==> src/rtl/twiddle_pkg.sv <==
// ---------------------------------------------------------------------------
// twiddle_pkg
// Shared width helpers and constants for the pipelined complex twiddle
// multiplier. All helpers are constant functions so they can size
// localparams inside parameterised modules.
//   prod_w      : width of one sign-extended partial product (DW+TW+2)
//   sum_w       : width of the Re/Im sum before rounding (prod_w+1)
//   round_w     : width used for the rounding addition (sum_w+1)
//   round_const : half-LSB added before the arithmetic shift by FRAC
//   sat_max/min : two's-complement limits of a DW-bit result
// ---------------------------------------------------------------------------
package twiddle_pkg;

    function automatic int prod_w(input int dw, input int tw);
        return dw + tw + 2;
    endfunction

    function automatic int sum_w(input int dw, input int tw);
        return prod_w(dw, tw) + 1;
    endfunction

    function automatic int round_w(input int dw, input int tw);
        return sum_w(dw, tw) + 1;
    endfunction

    // A zero-fraction configuration needs no rounding offset.
    function automatic longint round_const(input int frac);
        return (frac > 0) ? (64'sd1 <<< (frac - 1)) : 64'sd0;
    endfunction

    function automatic longint sat_max(input int dw);
        return (64'sd1 <<< (dw - 1)) - 64'sd1;
    endfunction

    function automatic longint sat_min(input int dw);
        return -(64'sd1 <<< (dw - 1));
    endfunction

endpackage

==> src/rtl/signed_mult_reg.sv <==
// ---------------------------------------------------------------------------
// signed_mult_reg
// One-cycle registered signed multiplier: p <= a * b when en is high.
//   clk   : rising-edge clock
//   rst_n : asynchronous active-low reset, clears p
//   en    : load enable (pipeline advance)
//   a     : AW-bit signed operand
//   b     : BW-bit signed operand
//   p     : AW+BW-bit signed registered product
// ---------------------------------------------------------------------------
module signed_mult_reg #(
    parameter int AW = 8,
    parameter int BW = 8
) (
    input  logic                     clk,
    input  logic                     rst_n,
    input  logic                     en,
    input  logic signed [AW-1:0]     a,
    input  logic signed [BW-1:0]     b,
    output logic signed [AW+BW-1:0]  p
);

    localparam int PW = AW + BW;

    // Operands are widened to the full product width first so the multiply
    // is carried out at PW bits with no context-dependent sizing.
    logic signed [PW-1:0] a_ext;
    logic signed [PW-1:0] b_ext;

    assign a_ext = {{BW{a[AW-1]}}, a};
    assign b_ext = {{AW{b[BW-1]}}, b};

    always_ff @(posedge clk or negedge rst_n) begin
        if (!rst_n) begin
            p <= '0;
        end else if (en) begin
            p <= a_ext * b_ext;
        end
    end

endmodule

==> src/rtl/twiddle_mult_pipe.sv <==
// ---------------------------------------------------------------------------
// twiddle_mult_pipe
// Fully pipelined complex twiddle multiplier (x + jy) * W using the
// three-multiplier form with precomputed c, c+s and c-s. Three register
// stages, valid/ready handshake with a single global stage enable,
// per-sample conjugate mode, round-half-up and optional saturation.
//   clk          : rising-edge clock
//   rst_n        : asynchronous active-low reset
//   i_valid      : input sample valid
//   o_ready_in   : block can accept (transfer on i_valid & o_ready_in)
//   i_x, i_y     : DW-bit signed real / imaginary data
//   i_c          : TW-bit signed cos term, Q(FRAC)
//   i_c_plus_s   : TW+1-bit signed c+s
//   i_c_minus_s  : TW+1-bit signed c-s
//   i_conj       : 1 = multiply by conj(W), sampled with the data
//   o_valid      : output valid
//   i_ready      : downstream accepts (transfer on o_valid & i_ready)
//   o_re, o_im   : DW-bit signed results
//   o_ovf        : a result was clamped (qualified by o_valid)
// ---------------------------------------------------------------------------
module twiddle_mult_pipe
    import twiddle_pkg::*;
#(
    parameter int DW   = 8,
    parameter int TW   = 8,
    parameter int FRAC = TW - 1,
    parameter int SAT  = 1
) (
    input  logic                 clk,
    input  logic                 rst_n,
    input  logic                 i_valid,
    output logic                 o_ready_in,
    input  logic signed [DW-1:0] i_x,
    input  logic signed [DW-1:0] i_y,
    input  logic signed [TW-1:0] i_c,
    input  logic signed [TW:0]   i_c_plus_s,
    input  logic signed [TW:0]   i_c_minus_s,
    input  logic                 i_conj,
    output logic                 o_valid,
    input  logic                 i_ready,
    output logic signed [DW-1:0] o_re,
    output logic signed [DW-1:0] o_im,
    output logic                 o_ovf
);

    // Raw product width of each multiplier: DW x (TW+1) and TW x (DW+1)
    // both give DW+TW+1 bits.
    localparam int MW = DW + TW + 1;
    localparam int PW = prod_w(DW, TW);
    localparam int WS = sum_w(DW, TW);
    localparam int WR = round_w(DW, TW);

    localparam logic signed [WR-1:0] RND     = WR'(round_const(FRAC));
    localparam logic signed [WR-1:0] SAT_MAX = WR'(sat_max(DW));
    localparam logic signed [WR-1:0] SAT_MIN = WR'(sat_min(DW));

    // ------------------------------------------------------------------
    // Global stage enable: the whole pipe moves together, and only stalls
    // when the output register holds a sample nobody has taken yet.
    // ------------------------------------------------------------------
    logic en;
    logic v1;
    logic v2;
    logic v3;

    assign en         = i_ready | ~v3;
    assign o_ready_in = en;
    assign o_valid    = v3;

    always_ff @(posedge clk or negedge rst_n) begin
        if (!rst_n) begin
            v1 <= 1'b0;
            v2 <= 1'b0;
            v3 <= 1'b0;
        end else if (en) begin
            v1 <= i_valid;
            v2 <= v1;
            v3 <= v2;
        end
    end

    // ------------------------------------------------------------------
    // S1: register operands, the DW+1-bit difference and the coefficient
    // pair selected by the conjugate flag.
    // ------------------------------------------------------------------
    logic signed [DW:0]   d_in;
    logic signed [TW:0]   cy_mux;
    logic signed [TW:0]   cx_mux;

    logic signed [DW-1:0] x1;
    logic signed [DW-1:0] y1;
    logic signed [TW-1:0] c1;
    logic signed [DW:0]   d1;
    logic signed [TW:0]   cy1;
    logic signed [TW:0]   cx1;

    // d is one bit wider than the data so x - y can never wrap.
    assign d_in   = {i_x[DW-1], i_x} - {i_y[DW-1], i_y};
    assign cy_mux = i_conj ? i_c_plus_s  : i_c_minus_s;
    assign cx_mux = i_conj ? i_c_minus_s : i_c_plus_s;

    always_ff @(posedge clk or negedge rst_n) begin
        if (!rst_n) begin
            x1  <= '0;
            y1  <= '0;
            c1  <= '0;
            d1  <= '0;
            cy1 <= '0;
            cx1 <= '0;
        end else if (en) begin
            x1  <= i_x;
            y1  <= i_y;
            c1  <= i_c;
            d1  <= d_in;
            cy1 <= cy_mux;
            cx1 <= cx_mux;
        end
    end

    // ------------------------------------------------------------------
    // S2: three registered signed products.
    // ------------------------------------------------------------------
    logic signed [MW-1:0] p_r;
    logic signed [MW-1:0] p_i;
    logic signed [MW-1:0] p_z;

    signed_mult_reg #(.AW(DW), .BW(TW + 1)) u_mult_r (
        .clk   (clk),
        .rst_n (rst_n),
        .en    (en),
        .a     (y1),
        .b     (cy1),
        .p     (p_r)
    );

    signed_mult_reg #(.AW(DW), .BW(TW + 1)) u_mult_i (
        .clk   (clk),
        .rst_n (rst_n),
        .en    (en),
        .a     (x1),
        .b     (cx1),
        .p     (p_i)
    );

    signed_mult_reg #(.AW(TW), .BW(DW + 1)) u_mult_z (
        .clk   (clk),
        .rst_n (rst_n),
        .en    (en),
        .a     (c1),
        .b     (d1),
        .p     (p_z)
    );

    // ------------------------------------------------------------------
    // S3: combine, round half-up, saturate or wrap, register the result.
    // ------------------------------------------------------------------
    logic signed [PW-1:0] p_r_ext;
    logic signed [PW-1:0] p_i_ext;
    logic signed [PW-1:0] p_z_ext;
    logic signed [WS-1:0] re_sum;
    logic signed [WS-1:0] im_sum;
    logic signed [WR-1:0] re_rnd;
    logic signed [WR-1:0] im_rnd;
    logic signed [DW-1:0] re_fit;
    logic signed [DW-1:0] im_fit;
    logic                 re_clamp;
    logic                 im_clamp;

    assign p_r_ext = {{(PW - MW){p_r[MW-1]}}, p_r};
    assign p_i_ext = {{(PW - MW){p_i[MW-1]}}, p_i};
    assign p_z_ext = {{(PW - MW){p_z[MW-1]}}, p_z};

    assign re_sum = {p_r_ext[PW-1], p_r_ext} + {p_z_ext[PW-1], p_z_ext};
    assign im_sum = {p_i_ext[PW-1], p_i_ext} - {p_z_ext[PW-1], p_z_ext};

    // Rounding is done one bit wider than the sum so the half-LSB offset
    // cannot overflow; >>> on a signed operand floors toward -inf.
    assign re_rnd = ($signed({re_sum[WS-1], re_sum}) + RND) >>> FRAC;
    assign im_rnd = ($signed({im_sum[WS-1], im_sum}) + RND) >>> FRAC;

    // Returns {clamped, value}.
    function automatic logic [DW:0] fit(input logic signed [WR-1:0] v);
        logic [DW:0] r;
        if (SAT == 0) begin
            r = {1'b0, v[DW-1:0]};
        end else if (v > SAT_MAX) begin
            r = {1'b1, SAT_MAX[DW-1:0]};
        end else if (v < SAT_MIN) begin
            r = {1'b1, SAT_MIN[DW-1:0]};
        end else begin
            r = {1'b0, v[DW-1:0]};
        end
        return r;
    endfunction

    always_comb begin
        {re_clamp, re_fit} = fit(re_rnd);
        {im_clamp, im_fit} = fit(im_rnd);
    end

    always_ff @(posedge clk or negedge rst_n) begin
        if (!rst_n) begin
            o_re  <= '0;
            o_im  <= '0;
            o_ovf <= 1'b0;
        end else if (en) begin
            o_re  <= re_fit;
            o_im  <= im_fit;
            o_ovf <= re_clamp | im_clamp;
        end
    end

endmodule

==> config.mk <==
export PLATFORM = sky130hd
export DESIGN_NAME = twiddle_mult_pipe
export DESIGN_NICKNAME = d
export VERILOG_FILES = /design/src/rtl/twiddle_pkg.sv /design/src/rtl/signed_mult_reg.sv /design/src/rtl/twiddle_mult_pipe.sv
export SDC_FILE = /design/constraint.sdc
export NUM_CORES = 1
export LEC_CHECK = 0
export ABC_AREA = 1
export CAP_MARGIN = 5
export CORE_AREA = 5 5 236 238
export DETAILED_ROUTE_END_ITERATION = 8
export DIE_AREA = 0 0 241 243
export DONT_BUFFER_PORTS = 1
export GPL_TIMING_DRIVEN = 0
export RECOVER_POWER = 50
export SYNTH_ARGS = -nofsm -noshare
export SYNTH_HDL_FRONTEND = slang
export SYNTH_SLANG_ARGS = --single-unit
==> constraint.sdc <==
create_clock -name clk -period 7.7 [get_ports clk]
set_clock_uncertainty 0.1 [all_clocks]
set_input_delay 1.155 -clock clk [delete_from_list [all_inputs] [get_ports clk]]
set_output_delay 1.155 -clock clk [all_outputs]
set_load 0.02 [all_outputs]
==> metrics.md <==
| Metric | Value |
|---|---|
| Run status | completed |
| CP max-delay cell | fa_1 |
| Ys flop type | dfrtp_1 |
| DRT Wirelength | slightly above 40,000 um |
| Startpoint Class | flop |
| Routed Antenna Nets | 0 |
| Peak Freq | around 0.19 GHz |
| Vias/cell | about 4.5 |
| Largest net degree at the start of global routing | around 120 |
| Yosys reg bits | approximately 120 |
| Clock slew at reported path FFs | 0.05 ns |
| Library cells used by synthesis | 43 |
| Vias in the first global route | between 10,000 and 15,000 |
| Starting Density | ~29% |
| Clock period minus worst slack | approximately 5.3 ns |
| Post-CTS setup repair buffer count | 0 |
| Worst R2R End | u_mult_i.p[14] |
| Crit-path cells | clkbuf_1 -> nand2_1 -> fa_1 -> fa_1 -> inv_1 -> fa_1 -> inv_1 -> fa_1 -> inv_1 -> ha_1 -> nand3_1 -> nand3_1 -> a21oi_1 -> o21ai_0 -> a21oi_1 -> o21ai_0 -> xor2_1 -> o21ai_0 |
| Routed WL per cell | 14.9 um |
| Cts hold-fix bufs | 0 |
| Routed via count | between 10,000 and 15,000 |
| Met3 usage | roughly 3.2% |
| Total GRT Usage | ~14% |
| HP Class | in -> async |
| CTS tree | yes |
| Worst slew pin tran | 0.856 ns |
| R2R cell count | 18 |
| H-Tree Depth | 4 |
| Die Span Y | ~240 um |
| GR Overflow Total | 0 |
| GRT met1 Usage | between 10% and 20% |
| Initial antenna violation count | 3 |
| Post-Syn Nets | between 2,000 and 2,500 |
| Worst R2R Start | x1[2] |
| Die Wd | roughly 240 um |
| Number of CTS-inserted buffers | 17 |
| Initial DRC count | 850 |
| Top post-synthesis cells by area | fa_1, dfrtp_1, ha_1 |
| Total of max-cap violations | 0 |
| CTS Buffer Depth | 2 |
| Syn_area_per_cell | ~7.6 sq um |
| Number of flops mapped to enable cells by yosys | 0 |
| Crit. End Element | flop |
| Relative slew slack | ~43% |
| CP Data Arrival Time | 5.54 ns |
| Largest area contributor in the netlist | fa_1 |
| CP most frequent cell | fa_1 |
| FF-to-FF setup slack | roughly 2.4 ns |
| Critical Path RT | 7.89 ns |
| I/O pin count | 66 |
| Drt pass-1 iters | 6 |
| CORE AREA | approximately 53,000 sq um |
| Final-report setup violation count | 0 |
| RSZ-0062 raised after global routing | no |
| Hpwl dp | around 35,000 um |
| Routing usage on met2 | between 20% and 30% |
| CTS Sinks | roughly 120 |
| Crit path max fanout | 10 |
| Register Area | 3050 sq um |
| Area growth syn-to-layout | 9.36% |
| Residual DRC count | 0 |
| Final nets | about 2,500 |
| Number of fillers in the final layout | approximately 5,800 |
| Final GP Congestion | 0.882 |
| Setup TNS | 0 ns |
| First-pass GRT wire length | roughly 68,000 um |
| Layout cells sized above 1 | 3.01% |
| CP max stage delay | 0.56 ns |
| Die area | slightly below 60,000 sq um |
| Global route hottest layer | met2 |
| Post-cts resize count | 0 |
| Max Slew Vio Count | 0 |
| Port bufs | 0 |
| Post-synthesis async set-or-reset flop share | 100% |
| Number of cell rows | between 80 and 90 |
| Clk_lat worst skew | roughly 0.43 ns |
| Top-count cell post-synth | nand2_1 |
| Final Hold Vio Count | 0 |
| Commonest cells in the synthesized netlist | nand2_1, inv_1, fa_1, ha_1, dfrtp_1 |
| Critical path class | reg -> reg |
| Register area share after synthesis | 19.4% |
| CTS root buf | clkbuf_16 |
| Syn Std Cell Area | roughly 16,000 sq um |
| Multi-input logic area | 10,500 sq um |
| Warnings, synthesis | 0 |
| Top-area cell type share of the netlist area | 23.4% |
| Cells after Synth | around 2,100 |
| Period utilisation layout | around 69% |
-- flip-flops by register name (all words and copies together) (netlist names) --
register and cells:
c1 8, cx1 9, cy1 9, d1 9, o_im 8, o_ovf 1
o_re 8, o_valid 1, u_mult_i.p 17, u_mult_r.p 17, u_mult_z.p 17, v1 1
v2 1, x1 8, y1 8
-- placed cells by master, fill, tap and decap left out, types with 4 or more instances in the layout --
master     count
nand2_1      542
inv_1        492
fa_1         184
ha_1         165
dfrtp_1      122
o21ai_0      101
nor2_1        92
clkbuf_1      77
a21oi_1       74
nand3_1       43
xor2_1        35
xnor2_1       26
clkbuf_16     17
nand2_2       12
o211ai_1      11
nand4_1       10
a31oi_1       10
o21a_1         9
nor3_1         8
a21o_1         7
o21bai_1       6
or2_2          4
buf_2          4
-- routing by layer --
layer | up-vias | share of wire (%) | wire length [um]
met5 | - | 0 | 0
met4 | 0 | 1.8 | 727
met3 | 32 | 5.6 | 2340
met2 | 303 | 46 | 19300
met1 | 6097 | 46 | 19200
li1 | 6246 | - | -
-- worst max-delay path: cells and delay by family, from the launching register on --
family / cells / cell delay (ns)
flip-flops: 1 / 0.32
adder cells (fa/ha/maj): 5 / 2.42
AND/OR/NAND/NOR: 3 / 0.40
AO/OA/AOI/OAI: 5 / 0.88
XOR/XNOR: 1 / 0.47
buffers and inverters: 4 / 0.61
-- cells by family after synthesis --
family | after synthesis | share of synthesized area (%)
buffers and inverters | 573 | 13.7
AND/OR/NAND/NOR | 726 | 18.6
flip-flops | 122 | 19.4
adder cells (fa/ha/maj) | 349 | 36.5
XOR/XNOR | 61 | 3.40
AO/OA/AOI/OAI | 234 | 8.42
-- final cells by class --
class                      instances  share of cell area, %
clock buffer                      24                   2.80
inverter                         496                   10.8
buffer                            77                   1.71
clock inverter                     7                  0.669
tap                              696                   5.06
multi-input combinational       1370                   61.2
antenna                            2                 0.0291
sequential                       122                   17.7
-- how the worst max path moves through the flow --
stage,endpoint,from,cells after the start
CTS,u_mult_i.p[14],x1[2],18
detailed placement,u_mult_i.p[14],x1[2],18
floorplan,u_mult_z.p[14],d1[0],18
finish,u_mult_i.p[14],x1[2],18
global placement,u_mult_i.p[14],x1[2],18
global route,u_mult_i.p[14],x1[2],18
-- stage by stage --
stage	worst slack, ns	instances	cell area [sq um]	utilization (%)	hold WS (ns)
global placement	2.46	2761	16600	31.1	0.371
finish	2.35	2794	17200	32.2	0.326
detailed placement	2.39	2761	16600	31.1	0.372
floorplan	3.16	2065	15700	-	0.320
CTS	2.37	2792	17200	32.2	0.299
global route	2.00	2792	17200	32.2	0.299
Power is left out: the tool's default activity adds up to more than one toggle a clock period on the data nets, which glitch-free logic cannot reach.
